## config.mk

```make
export PLATFORM = sky130hd
export DESIGN_NAME = flash_arbiter_flat
export DESIGN_NICKNAME = d
export VERILOG_FILES = /design/src/rtl/flash_arb_pkg.sv /design/src/rtl/flash_arbiter_if.sv /design/src/rtl/flash_arb_wdog.sv /design/src/rtl/flash_arbiter.sv /design/src/flat_wrapper.sv
export SDC_FILE = /design/constraint.sdc
export NUM_CORES = 1
export LEC_CHECK = 0
export CORE_ASPECT_RATIO = 1.4
export CORE_UTILIZATION = 42
export DETAILED_ROUTE_END_ITERATION = 8
export GPL_TIMING_DRIVEN = 0
export PLACE_DENSITY = 0.87
export SLEW_MARGIN = 25
export SYNTH_ARGS = -nofsm -noshare
export SYNTH_HDL_FRONTEND = slang
export SYNTH_SLANG_ARGS = --single-unit
```

## constraint.sdc

```tcl
create_clock -name iclk -period 2.26 [get_ports iclk]
set_clock_uncertainty 0.1 [all_clocks]
set_input_delay 0.678 -clock iclk [delete_from_list [all_inputs] [get_ports iclk]]
set_output_delay 0.678 -clock iclk [all_outputs]
set_load 0.005 [all_outputs]
```

## src/rtl/flash_arb_pkg.sv

```systemverilog
// Shared types and constants for the parallel-flash arbiter.
// Used by the arbiter, its watchdog and the bus interface.
package flash_arb_pkg;

  typedef enum logic [1:0] {
    IDLE,
    ISSUE,
    DONE
  } arb_state_e;

  localparam int FL_AW       = 23;
  localparam int FL_DW       = 16;
  localparam int TIMEOUT_DEF = 255;

  localparam logic [15:0] FILL_WORD = 16'hFFFF;

endpackage

```

## src/rtl/flash_arbiter_if.sv

```systemverilog
// Requester-side and flash-side signals of the flash arbiter, bundled in one interface.
// slave = arbiter view; master = the environment driving requests and the flash controller.
interface flash_arbiter_if import flash_arb_pkg::*; #(
  parameter int AW = FL_AW,
  parameter int DW = FL_DW
) ();

  logic          ireq0;
  logic          ireq1;
  logic [AW-1:0] iaddr0;
  logic [AW-1:0] iaddr1;
  logic          ilock0;
  logic          oack0;
  logic          oack1;
  logic [DW-1:0] odata0;
  logic [DW-1:0] odata1;
  logic          oerr0;
  logic          oerr1;
  logic          ofl_req;
  logic [AW-1:0] ofl_addr;
  logic [DW-1:0] ifl_data;
  logic          ifl_ack;
  logic [1:0]    ogrant;

  modport slave (
    input  ireq0, ireq1, iaddr0, iaddr1, ilock0, ifl_data, ifl_ack,
    output oack0, oack1, odata0, odata1, oerr0, oerr1, ofl_req, ofl_addr, ogrant
  );

  modport master (
    output ireq0, ireq1, iaddr0, iaddr1, ilock0, ifl_data, ifl_ack,
    input  oack0, oack1, odata0, odata1, oerr0, oerr1, ofl_req, ofl_addr, ogrant
  );

endinterface

```

## src/rtl/flash_arb_wdog.sv

```systemverilog
// 8-bit clear/enable watchdog counter for an outstanding flash request.
// oexpired is high during the TIMEOUT-th cycle the request has been outstanding.
module flash_arb_wdog import flash_arb_pkg::*; #(
  parameter int TIMEOUT = TIMEOUT_DEF
) (
  input  logic iclk,
  input  logic ireset_n,
  input  logic iclr,
  input  logic ien,
  output logic oexpired
);

  // Count starts at 0 in the first request cycle, so TIMEOUT-1 marks the last one.
  localparam logic [7:0] LAST = 8'(TIMEOUT - 1);

  logic [7:0] cnt_q;

  // NOTE: sequential state uses non-blocking (<=) so every register samples pre-edge values.
  always_ff @(posedge iclk or negedge ireset_n) begin
    if (!ireset_n) begin
      cnt_q <= '0;
    end else if (iclr) begin
      cnt_q <= '0;
    end else if (ien) begin
      cnt_q <= cnt_q + 8'd1;
    end
  end

  assign oexpired = (cnt_q == LAST);

endmodule

```

## src/rtl/flash_arbiter.sv

```systemverilog
// Two-port round-robin arbiter in front of the flash controller word port,
// with a port-0 lock and a watchdog that completes hung reads with an error.
module flash_arbiter import flash_arb_pkg::*; #(
  parameter int AW      = FL_AW,
  parameter int DW      = FL_DW,
  parameter int TIMEOUT = TIMEOUT_DEF
) (
  input  logic             iclk,
  input  logic             ireset_n,
  flash_arbiter_if.slave   bus
);

  arb_state_e    state_q, state_d;
  logic [1:0]    grant_q, grant_d;
  logic          last_q, last_d;      // 1: port 1 was granted last
  logic [AW-1:0] addr_q, addr_d;
  logic          req_q, req_d;
  logic [1:0]    ack_q, ack_d;
  logic [1:0]    err_q, err_d;
  logic [DW-1:0] data0_q, data0_d;
  logic [DW-1:0] data1_q, data1_d;
  logic          wd_clr, wd_en, wd_hit;
  logic          pick0, done_now;
  logic [DW-1:0] rd_word;

  flash_arb_wdog #(.TIMEOUT(TIMEOUT)) u_wdog (
    .iclk     (iclk),
    .ireset_n (ireset_n),
    .iclr     (wd_clr),
    .ien      (wd_en),
    .oexpired (wd_hit)
  );

  // NOTE: every signal gets a default first so no path through the case infers a latch.
  always_comb begin
    state_d  = state_q;
    grant_d  = grant_q;
    last_d   = last_q;
    addr_d   = addr_q;
    req_d    = req_q;
    ack_d    = '0;
    err_d    = '0;
    data0_d  = '0;
    data1_d  = '0;
    wd_clr   = 1'b0;
    wd_en    = 1'b0;
    done_now = 1'b0;
    rd_word  = bus.ifl_data;
    // Lock, a lone request, or a tie after port 1's turn all go to port 0.
    pick0    = bus.ireq0 && (bus.ilock0 || !bus.ireq1 || last_q);

    unique case (state_q)
      IDLE: begin
        if (bus.ireq0 || bus.ireq1) begin
          grant_d = pick0 ? 2'b01 : 2'b10;
          addr_d  = pick0 ? bus.iaddr0 : bus.iaddr1;
          req_d   = 1'b1;
          wd_clr  = 1'b1;
          state_d = ISSUE;
        end
      end
      ISSUE: begin
        if (bus.ifl_ack) begin
          done_now = 1'b1;
        end else if (wd_hit) begin
          done_now = 1'b1;
          rd_word  = DW'(FILL_WORD);
          err_d    = grant_q;
        end else begin
          wd_en = 1'b1;
        end
        if (done_now) begin
          req_d   = 1'b0;
          ack_d   = grant_q;
          data0_d = grant_q[0] ? rd_word : '0;
          data1_d = grant_q[1] ? rd_word : '0;
          state_d = DONE;
        end
      end
      DONE: begin
        last_d  = grant_q[1];
        grant_d = '0;
        state_d = IDLE;
      end
      default: state_d = IDLE;
    endcase
  end

  always_ff @(posedge iclk or negedge ireset_n) begin
    if (!ireset_n) begin
      state_q <= IDLE;
      grant_q <= '0;
      last_q  <= 1'b1;
      addr_q  <= '0;
      req_q   <= 1'b0;
      ack_q   <= '0;
      err_q   <= '0;
      data0_q <= '0;
      data1_q <= '0;
    end else begin
      state_q <= state_d;
      grant_q <= grant_d;
      last_q  <= last_d;
      addr_q  <= addr_d;
      req_q   <= req_d;
      ack_q   <= ack_d;
      err_q   <= err_d;
      data0_q <= data0_d;
      data1_q <= data1_d;
    end
  end

  assign bus.ofl_req  = req_q;
  assign bus.ofl_addr = addr_q;
  assign bus.ogrant   = grant_q;
  assign bus.oack0    = ack_q[0];
  assign bus.oack1    = ack_q[1];
  assign bus.oerr0    = err_q[0];
  assign bus.oerr1    = err_q[1];
  assign bus.odata0   = data0_q;
  assign bus.odata1   = data1_q;

endmodule

```

## src/flat_wrapper.sv

```systemverilog
// flat-port wrapper written by rule: the top's interface ports become plain ports
module flash_arbiter_flat import flash_arb_pkg::*;
#(
  parameter int AW      = FL_AW,
  parameter int DW      = FL_DW,
  parameter int TIMEOUT = TIMEOUT_DEF
)
  (iclk, ireset_n, bus_ireq0, bus_ireq1, bus_iaddr0, bus_iaddr1, bus_ilock0, bus_ifl_data, bus_ifl_ack, bus_oack0, bus_oack1, bus_odata0, bus_odata1, bus_oerr0, bus_oerr1, bus_ofl_req, bus_ofl_addr, bus_ogrant);
  flash_arbiter_if #(.AW(AW), .DW(DW)) bus_i ();
  input  logic iclk;
  input  logic ireset_n;
  input wire logic [$bits(bus_i.ireq0)-1:0] bus_ireq0;
  input wire logic [$bits(bus_i.ireq1)-1:0] bus_ireq1;
  input wire logic [$bits(bus_i.iaddr0)-1:0] bus_iaddr0;
  input wire logic [$bits(bus_i.iaddr1)-1:0] bus_iaddr1;
  input wire logic [$bits(bus_i.ilock0)-1:0] bus_ilock0;
  input wire logic [$bits(bus_i.ifl_data)-1:0] bus_ifl_data;
  input wire logic [$bits(bus_i.ifl_ack)-1:0] bus_ifl_ack;
  output wire logic [$bits(bus_i.oack0)-1:0] bus_oack0;
  output wire logic [$bits(bus_i.oack1)-1:0] bus_oack1;
  output wire logic [$bits(bus_i.odata0)-1:0] bus_odata0;
  output wire logic [$bits(bus_i.odata1)-1:0] bus_odata1;
  output wire logic [$bits(bus_i.oerr0)-1:0] bus_oerr0;
  output wire logic [$bits(bus_i.oerr1)-1:0] bus_oerr1;
  output wire logic [$bits(bus_i.ofl_req)-1:0] bus_ofl_req;
  output wire logic [$bits(bus_i.ofl_addr)-1:0] bus_ofl_addr;
  output wire logic [$bits(bus_i.ogrant)-1:0] bus_ogrant;
  assign bus_i.ireq0 = bus_ireq0;
  assign bus_i.ireq1 = bus_ireq1;
  assign bus_i.iaddr0 = bus_iaddr0;
  assign bus_i.iaddr1 = bus_iaddr1;
  assign bus_i.ilock0 = bus_ilock0;
  assign bus_i.ifl_data = bus_ifl_data;
  assign bus_i.ifl_ack = bus_ifl_ack;
  assign bus_oack0 = bus_i.oack0;
  assign bus_oack1 = bus_i.oack1;
  assign bus_odata0 = bus_i.odata0;
  assign bus_odata1 = bus_i.odata1;
  assign bus_oerr0 = bus_i.oerr0;
  assign bus_oerr1 = bus_i.oerr1;
  assign bus_ofl_req = bus_i.ofl_req;
  assign bus_ofl_addr = bus_i.ofl_addr;
  assign bus_ogrant = bus_i.ogrant;
  flash_arbiter #(.AW(AW), .DW(DW), .TIMEOUT(TIMEOUT)) u_core (.iclk(iclk), .ireset_n(ireset_n), .bus(bus_i));
endmodule
```

* Yosys cells after proc, flatten, opt, wreduce, memory -nomap -nowiden
Cells that the tools add are included.
** Storage, ports and cells
- Input port bits :: 68
- Memories kept :: 0
- Output and inout port bits :: 62
- Register bits :: 73
- Bits in read-only memories :: 0
- Bits in latches :: 0
- RAM bits :: 0
- Logic and storage cells :: 62
** Cells by class
- $mul :: 0
- Div/mod/pow operators :: 0
- Reduce and logical (&&, ||, !) cells :: 13
- Shifts and indexed selects :: 0
- Add/subtract/negate cells :: 1
- Equal/unequal tests :: 5
- Muxes and demuxes :: 33
- Bitwise gates (word level) :: 0
- $lt $le $gt $ge :: 0
** Operators with widths (number)
- 16-bit two-way mux :: 8
- 23-bit two-way mux :: 1
- 2-bit two-way mux :: 9
- 8-bit two-way mux :: 2
- 1-bit two-way mux :: 10
- 8-bit by 1-bit adder with 8-bit output (second input constant) :: 1
- 8-bit equality test (second input constant) :: 1
- 2-bit one-hot mux with 2 select lines :: 2
- 2-bit AND reduction :: 3
- 2-bit nonzero test :: 3
- 2-bit by 1-bit != test with 1-bit output (second input constant) :: 2
- 1-bit logical OR :: 3
- 3-bit AND reduction :: 1
- 2-bit by 1-bit equality test with 1-bit output (second input constant) :: 1
- 2-bit equality test (second input constant) :: 1
- 2-bit logical NOT :: 1
- 1-bit one-hot mux with 2 select lines :: 1
- 1-bit logical AND :: 1
- 1-bit logical NOT :: 1

* Logic depth before layout (Yosys ltp)
Gate-level depths: netlist of the first run.
- Depth after elaboration :: 7
- Depth in mapped cells :: 7
- Gate-level depth less buffers :: 6

* Modules after synthesis
Synthesis of the first run repeated with hierarchy kept, for this count alone.
** Unflattened totals
- Cell total of the unflattened synthesis :: 297
- Area, all modules :: 3164.3 sq um
** By module, submodules not included
- flash_arbiter :: seq. area each 1627.8 sq um, cells an instance 256, instances 1, area each 2753.9 sq um
- flash_arb_wdog :: seq. area each 200.2 sq um, cells an instance 41, instances 1, area each 410.4 sq um

* Worst setup path after synthesis of the first run
No wires, ideal clock.
- Path type :: register to register
- From :: register u_core.u_wdog.cnt_q[0]
- To :: register u_core.u_wdog.cnt_q[7]
- Period minus slack after synthesis :: 1.865 ns
- Arrival :: 1.688 ns
- Slack :: 0.395 ns
- Required time :: 2.082 ns
- Buffers on the path :: 0
- Stages on the path, launching flop included :: 7
- Setup time :: 0.078 ns
- Cells stage by stage :: dfrtp_1 > inv_1 > ha_1 > and3_4 > a211o_1 > or4_1 > a21oi_1
** Between the ends
- Word-level cells in the longest chain between the ends :: 5
- Elaborated cells on any way between the ends :: 8
- Classes of those cells :: add/sub (1); eq/ne (1); mux (5); reduce/logical (1)
** Ends and longest elaborated chain
- start, declared :: line flash_arb_wdog.sv:16 : logic [7:0] cnt_q;
- start signal, assigned :: line flash_arb_wdog.sv:25 : cnt_q <= cnt_q + 8'd1;
- branches (longest 5 deep; another with 8-bit by 1-bit adder with 8-bit output)
Several ways; the timed one is not identified. The select of a mux whose other input is x is not followed.
A chain may end at the register's enable or synchronous reset.

* Worst setup path in the final report of the first run
- From :: input bus_ireq1
- To :: register u_core.addr_q[3] (netlist: u_core.bus.ofl_addr[3])
** Between the ends
- Word-level cells in the longest chain between the ends :: 5
- Elaborated cells on any way between the ends :: 7
- Classes of those cells :: mux (1); reduce/logical (6)
** Ends and longest elaborated chain
- start, declared :: line flat_wrapper.sv:13 : input wire logic [$bits(bus_i.ireq1)-1:0] bus_ireq1;
- 1-bit logical NOT :: line flash_arbiter.sv:50 : pick0 = bus.ireq0 && (bus.ilock0 || !bus.ireq1 || last_q);
- 1-bit logical OR (2 in series) :: line flash_arbiter.sv:50
- 1-bit logical AND :: line flash_arbiter.sv:50
- 23-bit two-way mux :: line flash_arbiter.sv:56 : addr_d = pick0 ? bus.iaddr0 : bus.iaddr1;
- end signal, assigned :: line flash_arbiter.sv:104 : addr_q <= addr_d;
- end, declared :: line flash_arbiter.sv:16 : logic [AW-1:0] addr_q, addr_d;
Several ways; a longest one is shown, not always the timed one.

==> results of run 1 <==
-- logic make-up after synthesis --
kind of cell               share of synthesized area
buffers and inverters                         0.0282
AOI/OAI and AO/OA                              0.159
xor gates and xnor gates                     0.00589
adders and majority gates                    0.00841
muxes                                         0.0812
DFF                                            0.615
and+or+nand+nor                                0.102
-- final timing paths --
path                                                 to  slack [ps]
worst max-delay path             u_core.bus.ofl_addr[3]         130
worst min-delay path               u_core.bus.odata0[4]         190
worst max register to register   u_core.u_wdog.cnt_q[5]         220
worst min register to register  u_core.bus.ofl_addr[14]         380
max in group asynchronous        u_core.u_wdog.cnt_q[7]        1330
min in group iclk               u_core.bus.ofl_addr[14]         380
-- layout make-up --
type,count,share of cell area
Buffer,13,0.0164
Clock buffer,10,0.0296
Clock inverter,6,0.0145
Inverter,2,0.00162
Multi-Input combinational cell,159,0.230
Sequential cell,73,0.394
Tap cell,92,0.0248
Timing Repair Buffer,135,0.290
-- worst max-delay path: cells and delay by family --
kind	cells	cell delay (ps)
buffers and inverters	3	880
AO/OA/AOI/OAI	2	410
multiplexers	1	270
-- layout by cell type (no fill, tap or decap), drive strengths merged, types with 2 or more instances in the layout --
master         instances
xor2                   2
buf                   15
or3                    3
nand3                  8
dfrtp                 72
nor2                   4
nor3b                  2
a21oi                  5
inv                    2
nand2                 29
clkinv                 3
clkdlybuf4s50        128
ha                     2
mux2i                 23
clkbuf                15
clkinvlp               2
o21a                  33
o21ai                 32
o31ai                  2
and3                   4
-- layer usage --
layer  up-vias  GRT usage
met5         -          0
met2       116      0.378
met4         0     0.0935
li1       1158          -
met1      1144      0.227
met3        13     0.0458
-- power breakdown --
| part | internal [mW] | switching [mW] |
|---|---|---|
| combinational | 0.848 | 0.624 |
| sequential | 1.64 | 0.201 |
| clock | 0.541 | 0.474 |
-- sequential cells by signal, indices dropped and copies added, names as in the netlist, 2 cells and up --
name                 count
u_core.bus.ofl_addr     23
u_core.bus.odata0       16
u_core.err_q             2
u_core.bus.odata1       16
u_core.bus.ogrant        2
u_core.u_wdog.cnt_q      8
u_core.ack_q             2
u_core.state_q           2
-- what timing repair did --
action | 4_1_cts | 5_1_grt
buffers inserted | 0 | 5
setup endpoints to repair | 0 | 19
resized for setup | 0 | 1
hold endpoints to repair | 0 | 0
==> qor.yml, run 1 <==
setup_path:
  crit_path_max_fanout: 10
  crit_chain: "clkdlybuf4s50_1 > inv_1 > o31ai_4 > buf_4 > mux2i_1 > o21ai_0"
  critPathRequiredTime_ps: 2370
  arrival_ps: 2240
  path_class: "input port to register"
  slowest_delay_ps: 520
  cp_slowest_cell: "clkdlybuf4s50_1"
  rr_startpoint: "u_core.u_wdog.cnt_q[0]"
  critical_path.startpoint: "bus_ireq1"
  startpoint_type: "input port"
  reg2reg_depth: 7
  critPathCaptureType: "register"
synth:
  yosysWarnings: 0
  synth.top_cells.by_count: "dfrtp_1 (72), o21a_1 (33), nand2_1 (29)"
  synth.most_common_cell: "dfrtp_1"
  synth_area_leaders: "dfrtp_1 (61%), o21a_1 (8.3%), mux2i_1 (7.7%)"
  synth.avg_cell_area_sq_um: 12.0
  synth_area_sq_um: 2970
  ys_types: 34
  yosysSeqAreaShare: 0.615
  synth_edf_count: 0
  syn-instance-count: 247
  yosys_most_used_dff: "dfrtp_1"
  synth_top_cell_area_share: 0.606
  ys_seq_elements: 73
  async_flop_share: 1.00
  yosys.area.top_type: "dfrtp_1"
  syn_nets: 317
sta:
  rsz0062_at_grt: "no"
  max_slew_margin: 0.584
  post-route-min-period_ps: 2130
  tns_ps: 0
  fin_ws_ps: 129
  hold_viol: 0
  holdWs_ps: 185
  tightest_slew_ps: 619
  finalMaxSlewViolations: 0
  fin_crit_sh: 0.943
  finalSetupViolCount: 0
  max_freq_ghz: 0.469
drt:
  antenna_left: 0
  drt_pre_antenna_iters: 5
  avgViaCountPerCell: 4.96
  wl_per_cell_um: 14.7
  m1WireLength_mm: 2.73
  wl_met2_mm: 3.83
  drt_iter0_markers: 85
  num_vias: 2431
  met3_length_um: 501
  drc_errors: 0
  top_layer_used: "met4"
  totalWireLength_mm: 7.22
power_and_ir_drop:
  p_total_mw: 4.33
  p_leak_nw: 2.08
  ir_worst_vdd_uv: 831
  cellPowerDensity_nw_per_um2: 931
placement:
  dp_cells: 469
  place_ws_ps: -355
  dp_hpwl_mm: 5.52
  port_buffers: 129
  gp_congestion: 0.808
  placed_area_sq_um: 4400
layout:
  seq_area_sq_um: 1830
  fillers: 485
  stdcell_count: 490
  finish.instance_area_sq_um: 4640
  final_util: 0.693
  fin_nets: 463
  antenna_cells: 0
  multi_input_area_sq_um: 1070
  areaGrowthSynthToFinish_pct: 56.2
  drive_gt1_frac: 0.106
job:
  drv_cap: 0
min_path:
  hold_path_class: "input port to async pin"
floorplan:
  rows: 35
  die_area_sq_um: 7430
  die_h_um: 102
  initial_core_util: 0.444
  core_sq_um: 6700
  floorplan.io_pins: 130
  die_x_um: 73.1
global_route:
  antenna_found_initial: 0
  grt_pass1_wl_mm: 11.5
  grt_usage: 0.208
  grt_max_degree: 38
  grt_pass1_vias: 2428
  grt_overflow_total: 0
clock_tree:
  clkLatencyLatePin_ps: 340
  cts_buffer_depth: 2
  cts_buffers: 9
  clkTransAtPathRegs_ps: 80
  cts_tree: "yes"
  h-tree-depth: 3
  cts_root_buf: "clkbuf_8"
  cts_sinks: 73
  ctsHoldBuffers: 0
run_status:
  outcome: "completed"
Note: power is estimated with default switching activity, not from simulation.
==> run 2, diff against run 1 <==
- CELL_PAD_IN_SITES_DETAIL_PLACEMENT: default -> 1
- CELL_PAD_IN_SITES_GLOBAL_PLACEMENT: default -> 1
- CORE_UTILIZATION: 42 -> 32
==> run 2 against run 1 <==
Critical path depth decreased by 1. Cell count increased by 2.4%. Setup slack improved by 30 ps. Core utilization decreased by 17 points. Global-route usage decreased by 2.9 points. First-iteration DRC count decreased by 29%. Sequential power about the same. Sequential cell count unchanged. Highest routed layer unchanged. Combinational power about the same. Hold slack improved by 7.7 ps. Via count increased by 0.95%. Clock power increased by 44%.
==> qor.yml, run 2 (synthesized netlist as in run 1, its figures left out) <==
sta:
  tightest_slew_ps: 604
  holdWs_ps: 193
  fin_ws_ps: 159
  max_slew_margin: 0.596
  finalMaxSlewViolations: 0
  fin_crit_sh: 0.930
  hold_viol: 0
  rsz0062_at_grt: "no"
  post-route-min-period_ps: 2100
  max_freq_ghz: 0.476
  finalSetupViolCount: 0
power_and_ir_drop:
  ir_worst_vdd_uv: 520
  cellPowerDensity_nw_per_um2: 1010
  p_leak_nw: 2.12
setup_path:
  rr_startpoint: "u_core.u_wdog.cnt_q[0]"
  startpoint_type: "input port"
  r2r_end: "u_core.u_wdog.cnt_q[3]"
  crit_chain: "clkdlybuf4s50_1 > a21oi_2 > nor3b_2 > buf_6 > o21a_1"
  critPathRequiredTime_ps: 2420
  crit_cells: 5
  endpoint: "u_core.bus.odata1[13]"
  reg2reg_depth: 7
  slowest_delay_ps: 590
  critical_path.startpoint: "bus_ifl_ack"
  cp_slowest_cell: "clkdlybuf4s50_1"
  path_class: "input port to register"
  path_delay_family: "buffers and inverters"
  r2r_setup_slack_ps: 230
  critPathCaptureType: "register"
  cp.buffers_inverters: 2
  crit_path_max_fanout: 10
  arrival_ps: 2260
drt:
  num_vias: 2454
  wl_per_cell_um: 16.3
  antenna_left: 0
  totalWireLength_mm: 8.18
  avgViaCountPerCell: 4.89
  drc_errors: 0
  drt_iter0_markers: 60
  drt_pre_antenna_iters: 4
clock_tree:
  clkLatencyLatePin_ps: 320
  cts_buffer_depth: 2
  cts_tree: "yes"
  ctsHoldBuffers: 0
  cts_buffers: 9
  clkTransAtPathRegs_ps: 60
  h-tree-depth: 3
  cts_sinks: 73
  cts_root_buf: "clkbuf_16"
layout:
  stdcell_count: 502
  fin_nets: 460
  areaGrowthSynthToFinish_pct: 59.9
  final_common_cell: "clkdlybuf4s50_1"
  antenna_cells: 0
  largest_reg_flops: 23
  drive_gt1_frac: 0.101
  layout_common_cells: "clkdlybuf4s50_1 (128), dfrtp_1 (72), o21a_1 (33)"
job:
  drv_cap: 0
floorplan:
  initial_core_util: 0.329
  rows: 41
  die_h_um: 116
  floorplan.io_pins: 130
  core_sq_um: 9030
  die_area_sq_um: 9690
  die_x_um: 83.5
placement:
  dp_cells: 484
  dp_hpwl_mm: 6.24
  port_buffers: 129
  place_ws_ps: -428
  gp_congestion: 0.746
global_route:
  grt_pass1_vias: 2731
  grt_max_degree: 42
  grt_pass1_wl_mm: 13.6
  grt_usage: 0.179
  antenna_found_initial: 0
  grt_overflow_total: 0
min_path:
  hold_path_class: "input port to async pin"
run_status:
  outcome: "completed"
## run 2: power breakdown
| part | switching, mW | leakage [nW] | internal [mW] |
|---|---|---|---|
| clock network | 0.510 | 0.159 | 0.944 |
| registers | 0.220 | 0.962 | 1.64 |
| logic | 0.662 | 1.00 | 0.842 |
| total | 1.39 | 2.12 | 3.43 |
## run 2: worst register-to-register path: cells and delay by family, from the launching register on
kind | cells | cell delay (ps)
flip-flops | 1 | 420
adder cells (fa/ha/maj) | 1 | 210
buffers and inverters | 2 | 240
AND/OR/NAND/NOR | 2 | 510
AO/OA/AOI/OAI | 2 | 470
## run 2: worst min-delay path by stage
stage,end,slack [ps],depth (start not counted)
after floorplan,u_core.ack_q[0],280,0
after global placement,u_core.bus.ofl_addr[12],360,2
after detailed placement,u_core.bus.ofl_addr[2],380,2
after CTS,u_core.bus.odata0[12],200,1
after global routing,u_core.ack_q[0],220,1
final,u_core.ack_q[0],190,1
## run 2: final cells by class
class	instances	area (sq um)
Buffer	13	76.3
Inverter	2	7.51
Multi-Input combinational cell	159	1070
Tap cell	107	134
Fill cell	971	4270
Clock buffer	12	267
Sequential cell	73	1830
Timing Repair Buffer	132	1320
Clock inverter	4	48.8
## run 2: through the flow
step / power (mW) / instance area [sq um] / util / TNS [ps]
2_1_floorplan: 2.41 / 2970 / - / 0
3_3_place_gp: 3.30 / 4400 / 0.487 / -154820
3_5_place_dp: 3.38 / 4420 / 0.489 / -15660
4_1_cts: 4.88 / 4750 / 0.526 / 0
5_1_grt: 5.11 / 4760 / 0.527 / 0
6_report: 4.82 / 4760 / 0.527 / 0
## run 2: layer usage
layer	GRT usage	up-vias	share of wire
met3	0.0563	4	0.062
met4	0.0542	0	0.0055
met1	0.194	1207	0.38
met2	0.334	96	0.56
met5	0	-	0
li1	-	1147	-
## run 2: timing repair
item | in CTS | in global routing
resized for setup | 0 | 2
pin swaps | 1 | 0
setup buffers | 2 | 0
setup endpoints to repair | 16 | 28
